`config.mk`:
```
export PLATFORM = sky130hd
export DESIGN_NAME = cam_stream_gen
export DESIGN_NICKNAME = d
export VERILOG_FILES = /design/src/rtl/cam_stream_gen.sv
export SDC_FILE = /design/constraint.sdc
export NUM_CORES = 1
export LEC_CHECK = 0
export BUFFER_PORTS_ARGS = -buffer_cell sky130_fd_sc_hd__buf_4
export CAP_MARGIN = 20
export CORE_ASPECT_RATIO = 0.7
export CORE_UTILIZATION = 61
export CTS_CLUSTER_DIAMETER = 150
export CTS_CLUSTER_SIZE = 8
export DETAILED_ROUTE_END_ITERATION = 16
export GPL_ROUTABILITY_DRIVEN = 1
export PLACE_DENSITY = 0.85
export SYNTH_ARGS = -nofsm -noshare
export SYNTH_HDL_FRONTEND = slang
export SYNTH_SLANG_ARGS = --single-unit
```
`constraint.sdc`:
```
create_clock -name clk -period 6 [get_ports clk]
set_input_delay 1.2 -clock clk [delete_from_list [all_inputs] [get_ports clk]]
set_output_delay 1.2 -clock clk [all_outputs]
set_load 0.01 [all_outputs]
```
`src/rtl/cam_stream_gen.sv`:
```
// cam_stream_gen: OV7670-style PCLK/Href/VSYNC/pixel source from frame RAM; CAM_STREAM_TEST_PATTERN_EN selects an internal col^row pattern
module cam_stream_gen #(
  parameter int H_ACTIVE    = 120,
  parameter int H_BLANK     = 16,
  parameter int V_ACTIVE    = 90,
  parameter int VSYNC_LINES = 3,
  parameter int V_BACK      = 2,
  parameter int V_FRONT     = 2,
  parameter int PCLK_DIV    = 4,
  parameter int ADDR_W      = 14
) (
  input  logic              clk,
  input  logic              rst,
  input  logic              enable,
  output logic [ADDR_W-1:0] mem_addr,
  input  logic [7:0]        mem_data,
  output logic              PCLK,
  output logic              Href,
  output logic              VSYNC,
  output logic [7:0]        pixel,
  output logic              busy,
  output logic              frame_done
);
  localparam int LINE = H_ACTIVE + H_BLANK;
  localparam int HW = $clog2(LINE + 1);
  localparam int VW = $clog2(VSYNC_LINES + V_BACK + V_ACTIVE + V_FRONT + 1);
  localparam int PW = $clog2(PCLK_DIV);
  typedef enum logic [2:0] {S_IDLE, S_VSYNC, S_BACK, S_ACTIVE, S_FRONT} state_t;
  state_t state, nxt_state;
  logic [PW-1:0] pcnt;
  logic [HW-1:0] hcnt, nxt_hcnt;
  logic [VW-1:0] vcnt, nxt_vcnt, state_lines;
  logic [7:0] px_src;
  logic rise, fall, pre_fall, line_end, last_line, frame_end, nxt_href, vs_entry;
  assign rise = pcnt == PW'(PCLK_DIV/2 - 1);
  assign fall = pcnt == PW'(PCLK_DIV - 1);
  assign pre_fall = pcnt == PW'(PCLK_DIV - 2);
  always_comb begin
    state_lines = state == S_VSYNC ? VW'(VSYNC_LINES) :
                  state == S_BACK ? VW'(V_BACK) :
                  state == S_ACTIVE ? VW'(V_ACTIVE) : VW'(V_FRONT);
    line_end = hcnt == HW'(LINE - 1);
    last_line = vcnt == state_lines - VW'(1);
    frame_end = state == S_FRONT && line_end && last_line;
    nxt_state = state;
    nxt_hcnt = line_end ? '0 : hcnt + HW'(1);
    nxt_vcnt = vcnt;
    if (state == S_IDLE) begin
      nxt_hcnt = '0;
      nxt_vcnt = '0;
      nxt_state = enable ? S_VSYNC : S_IDLE;
    end else if (line_end) begin
      nxt_vcnt = last_line ? '0 : vcnt + VW'(1);
      if (last_line)
        nxt_state = state == S_VSYNC ? S_BACK :
                    state == S_BACK ? S_ACTIVE :
                    state == S_ACTIVE ? S_FRONT :
                    enable ? S_VSYNC : S_IDLE;
    end
    nxt_href = nxt_state == S_ACTIVE && nxt_hcnt < HW'(H_ACTIVE);
    vs_entry = nxt_state == S_VSYNC && state != S_VSYNC;
  end
  always_ff @(posedge clk) begin
    if (rst) begin
      pcnt <= '0;
      PCLK <= 1'b0;
      state <= S_IDLE;
      hcnt <= '0;
      vcnt <= '0;
      Href <= 1'b0;
      VSYNC <= 1'b0;
      pixel <= '0;
      busy <= 1'b0;
      frame_done <= 1'b0;
    end else begin
      pcnt <= fall ? '0 : pcnt + PW'(1);
      PCLK <= rise ? 1'b1 : fall ? 1'b0 : PCLK;
      frame_done <= pre_fall && frame_end;
      if (pre_fall && frame_end) busy <= 1'b0;
      if (fall) begin
        state <= nxt_state;
        hcnt <= nxt_hcnt;
        vcnt <= nxt_vcnt;
        busy <= nxt_state != S_IDLE;
        Href <= nxt_href;
        VSYNC <= nxt_state == S_VSYNC;
        pixel <= nxt_href ? px_src : '0;
      end
    end
  end
`ifdef CAM_STREAM_TEST_PATTERN_EN
  assign mem_addr = '0;
  assign px_src = 8'(nxt_hcnt) ^ 8'(nxt_vcnt);
`else
  logic issued;
  assign px_src = mem_data;
  // address for the upcoming pixel goes out at the rise so RAM data is ready by the fall
  always_ff @(posedge clk) begin
    if (rst) begin
      mem_addr <= '0;
      issued <= 1'b0;
    end else if (fall && vs_entry) begin
      mem_addr <= '0;
      issued <= 1'b0;
    end else if (rise && nxt_href) begin
      if (issued) mem_addr <= mem_addr + ADDR_W'(1);
      issued <= 1'b1;
    end
  end
`endif
endmodule
```
==> impl_metrics.tcl, run 1 <==
set metrics [dict create \
    start_kind "flip-flop" \
    num-fill-cells 313 \
    area_growth_pct 15.1 \
    layout-drive-gt1-share_pct 16.0 \
    skew_ns 0.00998 \
    grt_remaining_overflow 0 \
    synth_cells 302 \
    crit_required_ns 6.23 \
    use_met1_pct 38.5 \
    cp_max_fo 26 \
    crit_arrival_ns 3.29 \
    synth_seq_area_share_pct 38.4 \
    syn_area_per_cell_sq_um 8.28 \
    final_cell_mix "48 x dfxtp_1, 38 x buf_4, 32 x nand2_1" \
    critPathCaptureType "flip-flop" \
    first_global_vias 2079 \
    fin_crit_ns 3.06 \
    clock.fmax_ghz 0.327 \
    coreArea_sq_um 3920 \
    top_usage_layer "met2" \
    peakVddDrop_v 0.000243 \
    finalPower_w 0.000569 \
    async_flop_share_pct 0 \
    clk_latency_ns 0.30 \
    post_cts_buffers 0 \
    final_max_slew_viol_count 0 \
    synth.distinct_cells 53 \
    maxSlewHeadroom_pct 31.6 \
    p_leak_nw 1.04 \
    hold_viol 0 \
    gr-usage-met2_pct 41.9 \
    track_usage_pct 27.4 \
    synth-seq-cells 48 \
    vias 2328 \
    cts_max_level 2 \
    clock_path_buffers 2 \
    hpwl_mm 4.07 \
    drtIter0Drc 206 \
    first_pass_iters 4 \
    synth_area_sq_um 2500 \
    routed_via_density 6.08 \
    drc 0 \
    hp-class "flip-flop to flip-flop" \
    routedWlPerCell_microns 14.8 \
    period_share_pct 51.0 \
    row_count 19 \
    status "complete, no violations" \
    powerDensity_nw_per_um2 198 \
    cts_sinks 48 \
    layout_commonest_cell "dfxtp_1" \
    setup_viol_count_final 0 \
    synth_nets 319 \
    finalNetCount 347 \
    tightest_slew_ns 1.02 \
    grt_pass1_wl_mm 9.57 \
    place.gp.congestion 0.867 \
    cts_tree "done" \
    die_area_sq_um 4360 \
    maxCapViolCount 0 \
    ioPinCount 38 \
    cts-resized-gates 0 \
    antenna_found_initial 0 \
    die_h_microns 55.6 \
    die_x_microns 78.5 \
    ctsRootBufferMaster "clkbuf_8" \
    initial_utilization_pct 63.8 \
    synth_edf_count 0 \
    cts_buffers 5 \
    postCtsHoldBufs 0 \
    synth-main-ff-cell "dfxtp_1" \
    tns_ns 0 \
    totalWireLength_mm 5.66 \
    insertedDiodeCount 0 \
    grt_max_degree 27 \
    ant_nets 0 \
    criticalPathCategory "flip-flop to flip-flop" \
    yosysWarnings 0 \
    use_met3_pct 7.38 \
    port_buffers 37 \
    rsz0062_at_grt "no" \
    clk_pin_slew_ns 0.09 \
]
==> routing by layer <==
layer  share of wire [%]  up-vias
li1                    -     1177
met5                   0        -
met1                  50     1077
met4                0.65        0
met3                 6.6        7
met2                  43       67
==> final timing paths <==
check	cells after the start	end	from	slack [ns]
max	6	mem_addr[10]	state[0]	2.94
min	1	pixel[6]	pixel[6]	0.47
max reg2reg	6	mem_addr[10]	state[0]	2.94
min reg2reg	1	pixel[6]	pixel[6]	0.47
==> registers in the layout, indices dropped and copies added (netlist names) <==
name	cells
PCLK	1
mem_addr	14
pixel	8
issued	1
busy	1
state	3
VSYNC	1
hcnt	8
pcnt	2
vcnt	7
Href	1
frame_done	1
==> cell families after synthesis <==
kind of cell | Yosys count | synth area share (%)
adders and majority gates | 6 | 3.00
and+or+nand+nor | 135 | 28.7
AOI/OAI and AO/OA | 76 | 21.4
muxes | 4 | 1.60
DFF | 48 | 38.4
xor gates and xnor gates | 8 | 2.80
buffers and inverters | 25 | 4.15
==> synthesized netlist by cell type, drive strengths merged (4+ instances only) <==
cell,count,area (sq um)
a21oi,26,130
a31oi,4,25.0
a32o,8,80.1
and2,6,37.5
and3,4,25.0
buf,4,25.0
clkbuf,13,48.8
dfxtp,48,961
ha,6,75.1
inv,7,26.3
mux2i,4,40.0
nand2,32,120
nand3,14,70.1
nor2,30,115
nor3,10,50.1
o21ai,11,55.1
o31ai,7,52.6
o41ai,5,43.8
or4,9,67.6
or4b,5,53.8
xor2,5,43.8
==> metrics by stage <==
stage          utilization (%)  cell area, sq um  instances  setup slack, ns  hold WS, ns
3_3_place_gp              71.0              2790        375             3.05        0.448
5_1_grt                   73.4              2880        383             2.71        0.488
6_report                  73.4              2880        383             2.94        0.472
3_5_place_dp              71.0              2790        375             3.00        0.456
4_1_cts                   73.4              2880        383             2.98        0.476
2_1_floorplan                -              2500        302             3.46        0.437
==> final cells by class <==
cell class | count | area (sq um) | share of cell area, %
Sequential cell | 48 | 961 | 33.4
Clock inverter | 1 | 7.51 | 0.261
Multi-Input combinational cell | 229 | 1440 | 50.2
Inverter | 8 | 30.0 | 1.04
Timing Repair Buffer | 38 | 285 | 9.91
Clock buffer | 7 | 86.3 | 3.00
Tap cell | 52 | 65.1 | 2.26
==> power breakdown <==
part | leakage [nW] | switching [W] | internal [W] | total (W)
logic | 0.611 | 0.0000265 | 0.0000162 | 0.0000427
registers | 0.387 | 0.00000460 | 0.000323 | 0.000327
clock network | 0.0445 | 0.000105 | 0.0000938 | 0.000199
==> critical path, cell delays in order, from the launching register on <==
cell and delay, ns:
dfxtp_1 0.47, nor2b_1 0.23, or4b_4 0.54, a2111oi_4 0.58
xnor2_2 0.40, or4_1 0.60, a21oi_1 0.16
Note: power is estimated with default switching activity, not from simulation.
==> run 2: changes to the inputs <==
CORE_UTILIZATION = 56   (was 61)
PLACE_DENSITY = 0.79   (was 0.85)
clock period = 3.1 ns   (was 6 ns; I/O delays follow)
==> impl_metrics.tcl, run 2 (synthesis results as in run 1) <==
set metrics [dict create \
    ioPinCount 38 \
    powerDensity_nw_per_um2 427 \
    clk_pin_slew_ns 0.09 \
    critPathCaptureType "flip-flop" \
    fin_crit_ns 2.94 \
    hp-class "flip-flop to flip-flop" \
    grt_max_degree 27 \
    post_cts_buffers 0 \
    tns_ns 0 \
    p_seq_share_pct 50.0 \
    top_register "mem_addr" \
    area_growth_pct 18.4 \
    use_met3_pct 6.14 \
    switchingPower_w 0.000281 \
    num-fill-cells 343 \
    ctsRootBufferMaster "clkbuf_8" \
    vias 2421 \
    first_global_vias 2096 \
    p_int_w 0.000983 \
    place.gp.congestion 0.812 \
    criticalPathCategory "flip-flop to flip-flop" \
    clock.fmax_ghz 0.340 \
    final_max_slew_viol_count 0 \
    postCtsHoldBufs 0 \
    p_comb_share_pct 6.9 \
    fin_ws_ns 0.156 \
    fin_cells 388 \
    antenna_found_initial 0 \
    top_usage_layer "met2" \
    reg2reg_setup_slack_ns 0.16 \
    ant_nets 0 \
    gr-usage-met2_pct 41.4 \
    first_pass_iters 4 \
    grt_pass1_wl_mm 9.87 \
    maxSlewHeadroom_pct 30.5 \
    routedWlPerCell_microns 15.5 \
    crit_required_ns 3.33 \
    finalNetCount 352 \
    hpwl_mm 4.15 \
    die_area_sq_um 4740 \
    reg_top3 "mem_addr: 14 flops, hcnt: 8 flops, pixel: 8 flops" \
    layout-drive-gt1-share_pct 17.6 \
    maxCapViolCount 0 \
    clk_latency_ns 0.30 \
    routed_via_density 6.24 \
    tightest_slew_ns 1.04 \
    cts_tree "done" \
    cp_max_fo 26 \
    port_buffers 37 \
    start_kind "flip-flop" \
    status "complete, no violations" \
    track_usage_pct 27.2 \
    setup_viol_count_final 0 \
    final_area_sq_um 2960 \
    insertedDiodeCount 0 \
    row_count 19 \
    dp_cells 380 \
    cts_max_level 2 \
    place_ws_ns 0.287 \
    drc 0 \
    die_x_microns 81.9 \
    finalPower_w 0.00126 \
    crit_arrival_ns 3.18 \
    final_cell_mix "48 x dfxtp_1, 43 x buf_4, 32 x nand2_1" \
    cts_sinks 48 \
    layout_commonest_cell "dfxtp_1" \
    placedInstanceArea_sq_um 2820 \
    switching_share_pct 22.2 \
    initial_utilization_pct 61.2 \
    drtIter0Drc 179 \
    use_met1_pct 38.7 \
    cts-resized-gates 0 \
    clock_path_buffers 2 \
    clockPowerShare_pct 43.1 \
    skew_ns 0.0106 \
    grt_remaining_overflow 0 \
    die_h_microns 57.9 \
    p_leak_nw 1.09 \
    rsz0062_at_grt "no" \
    peakVddDrop_v 0.000379 \
    cts_buffers 5 \
    coreArea_sq_um 4090 \
    largest_reg_flops 14 \
    hold_viol 0 \
    totalWireLength_mm 6.00 \
    period_share_pct 95.0 \
]
==> run 2: cell count changes in the layout (fill, tap and decap cells not counted), sizes merged <==
cell and change:
bufinv +2, buf +5, clkinvlp -1, inv +1
clkbuf -2
==> run 2: worst paths after layout <==
path / from / to / depth (start not counted)
worst max-delay path: state[2] / mem_addr[4] / 6
worst min-delay path: pixel[0] / pixel[0] / 1
worst max register to register: state[2] / mem_addr[4] / 6
worst min register to register: pixel[0] / pixel[0] / 1
==> run 2: stage by stage <==
stage | hold WS [ns] | util, %
final | 0.478 | 72.4
after global routing | 0.507 | 72.4
after detailed placement | 0.461 | 69.0
after global placement | 0.448 | 69.0
after floorplan | 0.437 | -
after CTS | 0.484 | 72.4
==> run 2: per-layer routing <==
| metal | vias up | wire, microns |
|---|---|---|
| met2 | 66 | 2660 |
| met1 | 1158 | 2950 |
| met4 | 0 | 64 |
| met3 | 9 | 320 |
| met5 | - | 0 |
| li1 | 1188 | - |
==> run 2: worst max-delay path: stages (launching register included) <==
cell	delay [ns]
dfxtp_1	0.55
nor2b_1	0.15
or4b_4	0.55
a2111oi_4	0.45
xnor2_2	0.36
or4_1	0.61
a21oi_1	0.19
==> run 2: power by group through the flow <==
stage / Clock [W] / Combinational (W) / Sequential [W]
after floorplan: 0 / 0.0000522 / 0.000646
after global placement: 0 / 0.0000849 / 0.000646
after detailed placement: 0 / 0.0000861 / 0.000647
after CTS: 0.000553 / 0.0000869 / 0.000632
after global routing: 0.000576 / 0.0000958 / 0.000634
final: 0.000544 / 0.0000869 / 0.000632
==> run 2: final cells by class <==
class | instances | area, sq um | area share [%]
Timing Repair Buffer | 43 | 323 | 10.9
Inverter | 8 | 30.0 | 1.01
Sequential cell | 48 | 961 | 32.5
Clock buffer | 5 | 68.8 | 2.32
Multi-Input combinational cell | 229 | 1440 | 48.8
Clock inverter | 3 | 68.8 | 2.32
Tap cell | 52 | 65.1 | 2.20
==> run 3: changes to the inputs <==
clock period = 3 ns   (was 3.1 ns; I/O delays follow)
==> impl_metrics.tcl, run 3 (synthesis results as in run 1) <==
set metrics [dict create \
    status "complete, no violations" \
    first_pass_iters 4 \
    post_cts_buffers 0 \
    place.gp.congestion 0.854 \
    track_usage_pct 25.9 \
    start_kind "flip-flop" \
    critical-path-max-stage-delay_ns 0.64 \
    totalWireLength_mm 5.75 \
    clock_path_buffers 2 \
    criticalPathCategory "flip-flop to flip-flop" \
    ioPinCount 38 \
    crit_arrival_ns 3.03 \
    period_share_pct 93.2 \
    cts-resized-gates 0 \
    routedWlPerCell_microns 14.7 \
    reg2reg_setup_slack_ns 0.20 \
    clk_latency_ns 0.30 \
    die_area_sq_um 4740 \
    rsz0062_at_grt "no" \
    hpwl_mm 4.04 \
    row_count 19 \
    critPathCaptureType "flip-flop" \
    critPathBufInv 0 \
    die_h_microns 57.9 \
    final_max_slew_viol_count 0 \
    clock.fmax_ghz 0.358 \
    critPathTopFamily "simple AND/OR/NAND/NOR gates" \
    setup_viol_count_final 0 \
    maxCapViolCount 0 \
    tns_ns 0 \
    vias 2385 \
    area_growth_pct 17.5 \
    clk_pin_slew_ns 0.09 \
    antenna_found_initial 0 \
    p_leak_nw 1.09 \
    fin_crit_ns 2.80 \
    coreArea_sq_um 4090 \
    place_ws_ns 0.244 \
    peakVddDrop_v 0.000332 \
    num-fill-cells 348 \
    initial_utilization_pct 61.2 \
    hold_viol 0 \
    cts_tree "done" \
    slowest_stage "or3_1" \
    cp_max_fo 22 \
    insertedDiodeCount 0 \
    layout-drive-gt1-share_pct 18.3 \
    largest_reg_flops 14 \
    skew_ns 0.00283 \
    drc 0 \
    grt_max_degree 27 \
    cts_buffers 5 \
    cp_cell_sequence "ha_1 -> and3b_1 -> and3_1 -> o32a_1 -> or3_1 -> or4_1 -> a21oi_1" \
    grt_remaining_overflow 0 \
    regArea_sq_um 961 \
    multi_input_area_sq_um 1440 \
    crit_required_ns 3.23 \
    ant_nets 0 \
    top_register "mem_addr" \
    routed_via_density 6.10 \
    final_cell_mix "48 x dfxtp_1, 46 x buf_4, 32 x nand2_1" \
    maxSlewHeadroom_pct 30.4 \
    fin_ws_ns 0.204 \
    layout_commonest_cell "dfxtp_1" \
    reg_top3 "mem_addr: 14 flops, hcnt: 8 flops, pixel: 8 flops" \
    tightest_slew_ns 1.04 \
    powerDensity_nw_per_um2 388 \
    ctsRootBufferMaster "clkbuf_8" \
    grt_pass1_wl_mm 9.40 \
    postCtsHoldBufs 0 \
    drtIter0Drc 154 \
    cts_max_level 2 \
    port_buffers 37 \
    first_global_vias 2056 \
    cts_sinks 48 \
    finalNetCount 355 \
    hp-class "flip-flop to flip-flop" \
    die_x_microns 81.9 \
]
-- run 3: layer usage --
layer  up-vias  track usage [%]  share of wire (%)
met5         -                0                  0
met4         0             9.27               0.73
met3         4             5.51                5.5
met2        68             38.5                 42
met1      1126             36.9                 52
li1       1187                -                  -
-- run 3: power breakdown --
| part | internal (W) | leakage (nW) | total [W] | switching, W |
|---|---|---|---|---|
| clock network | 0.000184 | 0.0510 | 0.000399 | 0.000215 |
| registers | 0.000645 | 0.387 | 0.000653 | 0.00000789 |
| logic | 0.0000342 | 0.651 | 0.0000884 | 0.0000542 |
| total | 0.000864 | 1.09 | 0.00114 | 0.000277 |
-- run 3: through the flow --
step	instances	area, sq um	power, W	util (%)	hold WS, ns
floorplan	302	2500	0.000722	-	0.437
global route	391	2940	0.00119	71.8	0.488
CTS	391	2940	0.00115	71.8	0.475
global placement	383	2850	0.000754	69.6	0.449
detailed placement	383	2850	0.000756	69.6	0.455
finish	391	2940	0.00114	71.8	0.473
-- run 3: final timing paths --
check / to / from / cells after the start
worst min-delay path: pixel[4] / pixel[4] / 1
worst max-delay path: mem_addr[3] / hcnt[0] / 7
worst max register to register: mem_addr[3] / hcnt[0] / 7
worst min register to register: pixel[4] / pixel[4] / 1
-- run 3: final cells by class --
type	instances	share of cell area, %
Sequential cell	48	32.7
Multi-Input combinational cell	229	49.1
Clock inverter	2	0.341
Timing Repair Buffer	46	11.8
Clock buffer	6	2.81
Inverter	8	1.02
Tap cell	52	2.21
